`config.mk`:
```
export PLATFORM = sky130hd
export DESIGN_NAME = manual_step_gen
export DESIGN_NICKNAME = d
export VERILOG_FILES = /design/src/rtl/manual_step_gen_pkg.sv /design/src/rtl/manual_step_gen_btn_debounce.sv /design/src/rtl/manual_step_gen.sv
export SDC_FILE = /design/constraint.sdc
export NUM_CORES = 1
export LEC_CHECK = 0
export CAP_MARGIN = 20
export CORE_AREA = 2 2 88 90
export DETAILED_ROUTE_END_ITERATION = 8
export DIE_AREA = 0 0 90 92
export GPL_ROUTABILITY_DRIVEN = 0
export MAX_ROUTING_LAYER = met4
export PLACE_DENSITY = 0.62
export SLEW_MARGIN = 20
export SYNTH_ARGS = -nofsm -noshare
export SYNTH_HDL_FRONTEND = slang
export SYNTH_HIERARCHICAL = 1
export SYNTH_SLANG_ARGS = --single-unit
```
`constraint.sdc`:
```
create_clock -name clk_in1 -period 3.2 [get_ports clk_in1]
set_input_delay 0.48 -clock clk_in1 [delete_from_list [all_inputs] [get_ports clk_in1]]
set_output_delay 0.48 -clock clk_in1 [all_outputs]
set_load 0.01 [all_outputs]
```
`src/rtl/manual_step_gen_pkg.sv`:
```
// ----------------------------------------------------------------------------
// manual_step_gen_pkg
// Shared definitions for the manual single-step clock path:
//   - step generator FSM state encoding
//   - default debounce / half-period constants
//   - clock-mode encodings shared with the clock selector
//   - burst_count(): maps a raw burst_len to the number of pulses to emit
// ----------------------------------------------------------------------------
package manual_step_gen_pkg;

    localparam int unsigned DEF_DEBOUNCE_MAX = 1000000;
    localparam int unsigned DEF_HALF_PERIOD  = 4;

    typedef enum logic [1:0] {
        ST_IDLE         = 2'd0,
        ST_HIGH         = 2'd1,
        ST_LOW          = 2'd2,
        ST_WAIT_RELEASE = 2'd3
    } step_state_e;

    typedef enum logic [1:0] {
        CLK_MANUAL = 2'd0,
        CLK_SLOW   = 2'd1,
        CLK_FAST   = 2'd2,
        CLK_EX     = 2'd3
    } clk_mode_e;

    // A burst length of zero still produces one pulse.
    function automatic logic [3:0] burst_count(input logic [3:0] len);
        return (len == 4'd0) ? 4'd1 : len;
    endfunction

endpackage

```
`src/rtl/manual_step_gen_btn_debounce.sv`:
```
// ----------------------------------------------------------------------------
// btn_debounce
// Two-flop synchroniser plus counter-based debouncer for a raw push-button.
// Ports:
//   clk_in1  in   clock (rising edge)
//   rst_n    in   asynchronous active-low reset
//   btn_raw  in   raw, asynchronous, bouncing button (active-high)
//   level    out  debounced button level
//   press    out  one-cycle pulse following a debounced 0->1 transition
// ----------------------------------------------------------------------------
module btn_debounce
    import manual_step_gen_pkg::*;
#(
    parameter int unsigned DEBOUNCE_MAX = DEF_DEBOUNCE_MAX
) (
    input  logic clk_in1,
    input  logic rst_n,
    input  logic btn_raw,
    output logic level,
    output logic press
);

    localparam logic [23:0] CNT_LAST = 24'(DEBOUNCE_MAX - 1);

    logic        r_sync1;
    logic        r_sync2;
    logic        r_level;
    logic        r_press;
    logic [23:0] r_cnt;
    logic        w_differ;
    logic        w_flip;

    assign w_differ = (r_sync2 != r_level);
    // Flip on the cycle the counter would reach DEBOUNCE_MAX.
    assign w_flip   = w_differ && (r_cnt == CNT_LAST);

    always_ff @(posedge clk_in1 or negedge rst_n) begin
        if (!rst_n) begin
            r_sync1 <= 1'b0;
            r_sync2 <= 1'b0;
            r_level <= 1'b0;
            r_press <= 1'b0;
            r_cnt   <= '0;
        end else begin
            r_sync1 <= btn_raw;
            r_sync2 <= r_sync1;
            // Any cycle of agreement clears the count, rejecting short glitches.
            if (!w_differ || w_flip) begin
                r_cnt <= '0;
            end else begin
                r_cnt <= r_cnt + 24'd1;
            end
            if (w_flip) begin
                r_level <= ~r_level;
            end
            // Registered with the flip so press is high in the cycle the new
            // level is first visible.
            r_press <= w_flip && !r_level;
        end
    end

    assign level = r_level;
    assign press = r_press;

endmodule

```
`src/rtl/manual_step_gen.sv`:
```
// ----------------------------------------------------------------------------
// manual_step_gen
// Turns a bouncing push-button into clean single-step clock pulses, with an
// optional burst of 1..15 pulses per press and a running step counter.
// Ports:
//   clk_in1     in   clock (rising edge)
//   rst_n       in   asynchronous active-low reset
//   btn_raw     in   raw push-button (async, active-high, bouncing)
//   burst_len   in   [3:0] pulses per press, sampled at the press; 0 -> 1
//   manual_clk  out  registered step clock
//   busy        out  high while a burst is in progress
//   step_count  out  [CNT_W-1:0] total pulses emitted, wrapping
// ----------------------------------------------------------------------------
module manual_step_gen
    import manual_step_gen_pkg::*;
#(
    parameter int unsigned DEBOUNCE_MAX = DEF_DEBOUNCE_MAX,
    parameter int unsigned HALF_PERIOD  = DEF_HALF_PERIOD,
    parameter int unsigned CNT_W        = 16
) (
    input  logic             clk_in1,
    input  logic             rst_n,
    input  logic             btn_raw,
    input  logic [3:0]       burst_len,
    output logic             manual_clk,
    output logic             busy,
    output logic [CNT_W-1:0] step_count
);

    localparam int unsigned     PH_W    = (HALF_PERIOD > 1) ? $clog2(HALF_PERIOD) : 1;
    localparam logic [PH_W-1:0] PH_LOAD = PH_W'(HALF_PERIOD - 1);

    logic w_level;
    logic w_press;

    btn_debounce #(
        .DEBOUNCE_MAX(DEBOUNCE_MAX)
    ) u_btn_debounce (
        .clk_in1(clk_in1),
        .rst_n  (rst_n),
        .btn_raw(btn_raw),
        .level  (w_level),
        .press  (w_press)
    );

    step_state_e      r_state;
    logic [3:0]       r_rem;
    logic [PH_W-1:0]  r_phase;
    logic             r_manual_clk;
    logic             r_busy;
    logic [CNT_W-1:0] r_step_count;

    step_state_e      w_state_nxt;
    logic [3:0]       w_rem_nxt;
    logic [PH_W-1:0]  w_phase_nxt;
    logic             w_manual_clk_nxt;
    logic [CNT_W-1:0] w_step_count_nxt;

    always_ff @(posedge clk_in1 or negedge rst_n) begin
        if (!rst_n) begin
            r_state      <= ST_IDLE;
            r_rem        <= '0;
            r_phase      <= '0;
            r_manual_clk <= 1'b0;
            r_busy       <= 1'b0;
            r_step_count <= '0;
        end else begin
            r_state      <= w_state_nxt;
            r_rem        <= w_rem_nxt;
            r_phase      <= w_phase_nxt;
            r_manual_clk <= w_manual_clk_nxt;
            r_busy       <= (w_state_nxt == ST_HIGH) || (w_state_nxt == ST_LOW);
            r_step_count <= w_step_count_nxt;
        end
    end

    // The phase counter is loaded with HALF_PERIOD-1 on entry to HIGH/LOW and
    // the state advances when it reaches zero, giving exactly HALF_PERIOD
    // cycles per phase.
    always_comb begin
        w_state_nxt      = r_state;
        w_rem_nxt        = r_rem;
        w_phase_nxt      = r_phase;
        w_manual_clk_nxt = r_manual_clk;
        w_step_count_nxt = r_step_count;

        case (r_state)
            ST_IDLE: begin
                if (w_press) begin
                    w_state_nxt      = ST_HIGH;
                    w_rem_nxt        = burst_count(burst_len);
                    w_phase_nxt      = PH_LOAD;
                    w_manual_clk_nxt = 1'b1;
                    w_step_count_nxt = r_step_count + CNT_W'(1);
                end
            end
            ST_HIGH: begin
                if (r_phase == '0) begin
                    w_state_nxt      = ST_LOW;
                    w_phase_nxt      = PH_LOAD;
                    w_manual_clk_nxt = 1'b0;
                end else begin
                    w_phase_nxt = r_phase - PH_W'(1);
                end
            end
            ST_LOW: begin
                if (r_phase == '0) begin
                    w_rem_nxt = r_rem - 4'd1;
                    if (r_rem > 4'd1) begin
                        w_state_nxt      = ST_HIGH;
                        w_phase_nxt      = PH_LOAD;
                        w_manual_clk_nxt = 1'b1;
                        w_step_count_nxt = r_step_count + CNT_W'(1);
                    end else begin
                        w_state_nxt = ST_WAIT_RELEASE;
                    end
                end else begin
                    w_phase_nxt = r_phase - PH_W'(1);
                end
            end
            ST_WAIT_RELEASE: begin
                if (!w_level) begin
                    w_state_nxt = ST_IDLE;
                end
            end
            default: begin
                w_state_nxt = ST_IDLE;
            end
        endcase
    end

    assign manual_clk = r_manual_clk;
    assign busy       = r_busy;
    assign step_count = r_step_count;

endmodule

```
Word level (Yosys, flattened, before mapping)
Cells that the tools add are included.
Widths: inputs -> output; s select.

storage, ports and cells
  bits of input ports = 7
  word-level logic and storage cells = 69
  bits in registers = 54

operators by class
  equality and inequality tests = 12
  reductions and logical operators = 15
  add/subtract/negate cells = 4
  mux-type cells = 25
  bitwise logic cells = 1
  magnitude comparators = 1

operators by type and width
  cell                   number
  $mux 16                3
  $pmux 16 s2            1
  $add 24x1->24 const B  1
  $eq 24x20->1 const B   1
  $mux 24                1
  $mux 2                 9
  $add 16x1->16 const B  1
  $mux 4                 3
  $pmux 2 s4             1
  $pmux 4 s2             1
  $eq 2x2->1 const B     3
  $ne 2x2->1 const B     3
  $pmux 2 s3             1
  $reduce_and 3->1       2
  $reduce_and 5->1       1
  $eq 2x1->1 const B     2
  $gt 4x1->1 const B     1
  $logic_not 2->1        2
  $logic_not 4->1        1
  $mux 1                 4
  $reduce_and 4->1       1
  $sub 4x1->4 const B    1
  $ne 3x3->1 const B     1
  $pmux 1 s3             1
  other kinds (9)        12

Longest topological paths before layout
  depth in word-level cells = 6
  gate-level depth with buffers = 8

Modules after synthesis
Netlist, hierarchy kept.

modules (own cells, without submodules)
  module           cells an instance  seq. area each (um2)  instances  area an instance (um2)
  manual_step_gen  137                650.6                 1          1448.9
  btn_debounce     142                700.7                 1          1427.6

Worst setup path before layout
Ideal clock, no wire load.

  path kind = flip-flop to flip-flop
  start point = register r_state[0]
  end point = register r_step_count[14] (netlist: step_count[14])
  cell stages (with the launch flop) = 9
  path buffers = 2
  setup time = 0.079 ns
  slack = 1.270 ns
  arrival time = 1.851 ns
  path through = dfrtp_1 > inv_1 > ha_1 > nor2b_1 > or3_1 > buf_2 > buf_6 > nor4_2 > xor2_1

between the ends
  word-level cells in the longest chain between the ends = 3

ends and longest elaborated chain
  element                                                    RTL line               source
  start, declared                                            manual_step_gen.sv:46  step_state_e r_state;
  start signal, assigned                                     manual_step_gen.sv:68  r_state <= w_state_nxt;
  $eq 2x2->1 or $logic_not 2->1 (tied branches)              manual_step_gen.sv:87  case (r_state)
  $ne 2x2->1 (no source line), or another cell as far along  n/a
  $reduce_and 4->1 (no source line)                          n/a
  end signal, assigned                                       manual_step_gen.sv:73  r_step_count <= w_step_count_nxt;
  end, declared                                              manual_step_gen.sv:51  logic [CNT_W-1:0] r_step_count;

Several ways; a longest one is shown, not always the timed one.
A chain may end at the register's enable or synchronous reset.

Worst setup path in the final report
  start point = register r_state[0]
  end point = register r_step_count[1] (netlist: step_count[1])

Same word-level chain as after synthesis.

==> impl_metrics.json <==
{
  "worst_pin_slew_ns": 0.827,
  "tritoncts": "yes",
  "hold_viol_final": 0,
  "cts_sinks": 54,
  "drv_slew": 0,
  "rows": 32,
  "syn_nets": 296,
  "fin_cells": 407,
  "coreArea_um2": 7450,
  "numCtsBuffers": 5,
  "start_kind": "flop",
  "grt_pass1_wl_mm": 10.0,
  "wl_per_cell_um": 13.8,
  "critPathMaxFanout": 24,
  "syn_area_per_cell_um2": 10.3,
  "fin_setup_tns_ns": 0,
  "grt.busiest_layer": "met2",
  "met1_usage_pct": 18.3,
  "first_pass_iters": 4,
  "viasPerCell": 5.37,
  "portBuffers": 24,
  "grt-ovfl-total": 0,
  "io_pins": 25,
  "grt_usage_pct": 14.9,
  "ir_worst_vdd_mv": 0.168,
  "drc": 0,
  "ctsLongestPathBuffers": 2,
  "synth_most_common_cell": "dfrtp_1",
  "leakage_uw": 0.00149,
  "use_met2_pct": 25.1,
  "critPathKind": "reg -> reg",
  "yosysSeqAreaShare_pct": 47.0,
  "post-cts-setup-buffers": 0,
  "synth-main-ff-cell": "dfrtp_1",
  "root_buffer": "clkbuf_8",
  "setup_viol": 0,
  "synth_top_cell_by_area": "dfrtp_1",
  "path_clk_slew_ns": 0.10,
  "grt_max_degree": 34,
  "ys_top_cells_by_count": "dfrtp_1 (54), xor2_1 (25), nor2_1 (24)",
  "p_per_area_nw_per_um2": 380,
  "maxCapViolations": 0,
  "dp_hpwl_mm": 3.96,
  "synth_edf_count": 0,
  "die_area_um2": 8280,
  "die_h_um": 92,
  "fin_crit_ns": 2.55,
  "area_growth_pct": 16.5,
  "ys_types": 49,
  "cp.arrival_ns": 2.76,
  "final_area_um2": 3350,
  "fmax_ghz": 0.392,
  "drive_gt1_share_pct": 9.84,
  "yosys.area.top_type_share_pct": 47.0,
  "nets": 321,
  "htreeDepth": 2,
  "dp_cells": 399,
  "cp-end-kind": "flop",
  "drtAntennaViolNets": 0,
  "async_flop_share_pct": 100,
  "synthCells": 279,
  "die_x_um": 90,
  "syn_area_um2": 2880,
  "first_global_vias": 2136,
  "synth_seq_cells": 54,
  "finClkSkew_ns": 0.0144,
  "insertion_delay_ns": 0.32,
  "drtIter0Drc": 77,
  "placement.cell_area_um2": 3210,
  "antenna_found_initial": 0,
  "gr-usage-met3_pct": 3.20,
  "outcome": "finished, final reports clean",
  "fin_crit_sh_pct": 79.7,
  "initial_utilization_pct": 38.6,
  "worstHoldPathType": "in -> async",
  "slew_headroom_pct": 44.8,
  "ctsResizeCount": 0,
  "critPathRequiredTime_ns": 3.41,
  "yosys-top-cells-area": "dfrtp_1 (47%), xor2_1 (7.6%), ha_1 (4.3%)",
  "ctsHoldBuffers": 0,
  "grt_setup_unrepaired": "no",
  "nFillCells": 736,
  "yosys_warnings": 6,
  "wl_mm": 5.62,
  "num_antenna_cells": 0,
  "dr_total_vias": 2185
}
## worst max-delay path, cell delays in order, from the launching register on
cell	delay, ns
dfrtp_1	0.42
inv_1	0.11
ha_1	0.42
nor2_1	0.12
or3_1	0.70
nor2_1	0.31
mux2_2	0.36
## metal layers
layer / wire, µm / part of all wire (%)
met5: 0 / 0
met4: 75 / 1.3
met3: 216 / 3.8
met2: 2700 / 48
met1: 2630 / 47
## stage by stage
step / utilization (%) / setup slack [ns] / total power [µW] / hold WS (ns)
final: 45.0 / 0.651 / 1270 / 0.207
after global routing: 45.0 / 0.515 / 1330 / 0.273
after CTS: 45.0 / 0.649 / 1290 / 0.238
after detailed placement: 43.1 / 0.659 / 746 / 0.340
after global placement: 43.1 / 0.717 / 746 / 0.340
after floorplan: - / 1.27 / 719 / 0.184
## cell usage in the layout (no fill, tap or decap), types with 4 or more instances in the layout
cell,n
nor4_1,6
nand3_1,20
inv_1,11
nand2_1,15
or4_1,4
ha_1,10
nor4_2,5
nand4_1,6
xnor2_1,4
nor3_1,8
a21oi_1,15
nor2_1,24
and3_1,6
buf_4,4
o31ai_1,5
xor2_1,25
or3_1,6
clkdlybuf4s50_1,23
dfrtp_1,54
clkbuf_8,5
o21ai_0,5
## path summary, 6_finish.rpt
kind | start | end | slack (ns) | depth (start not counted)
worst max-delay path | r_state[0] | step_count[1] | 0.65 | 6
worst min-delay path | rst_n | step_count[14] | 0.21 | 1
worst max register to register | r_state[0] | step_count[1] | 0.65 | 6
worst min register to register | u_btn_debounce/r_sync1 | u_btn_debounce/r_sync2 | 0.36 | 0
max in group asynchronous | rst_n | busy | 2.33 | 2
min in group clk_in1 | u_btn_debounce/r_sync1 | u_btn_debounce/r_sync2 | 0.36 | 0
## cell families after synthesis
logic type / count (synthesis) / synth area share [%]
AO/OA/AOI/OAI: 37 / 8.53
XOR/XNOR: 29 / 8.83
adder cells (fa/ha/maj): 10 / 4.35
buffers and inverters: 21 / 3.39
flip-flops: 54 / 47.0
multiplexers: 4 / 1.52
AND/OR/NAND/NOR: 124 / 26.4
## state kept, by name, summed over array words and instances, names as in the netlist
signal                  count
u_btn_debounce/r_sync2      1
manual_clk                  1
u_btn_debounce/press        1
r_phase                     2
busy                        1
step_count                 16
r_state                     2
u_btn_debounce/r_cnt       24
r_rem                       4
u_btn_debounce/r_sync1      1
u_btn_debounce/level        1
## final cells by class
cell class | count | area [µm²] | share of cell area, %
Timing Repair Buffer | 28 | 265 | 7.92
Multi-Input combinational cell | 204 | 1430 | 42.6
Clock buffer | 5 | 68.8 | 2.05
Sequential cell | 54 | 1350 | 40.3
Inverter | 11 | 41.3 | 1.23
Tap cell | 102 | 128 | 3.81
Clock inverter | 3 | 68.8 | 2.05
## where the power goes
group	internal [µW]	switching (µW)	leakage (µW)
Combinational	14.3	26.4	0.000680
Sequential	687	4.17	0.000740
Clock	313	230	0.0000683
(Power assumes the default switching activity.)
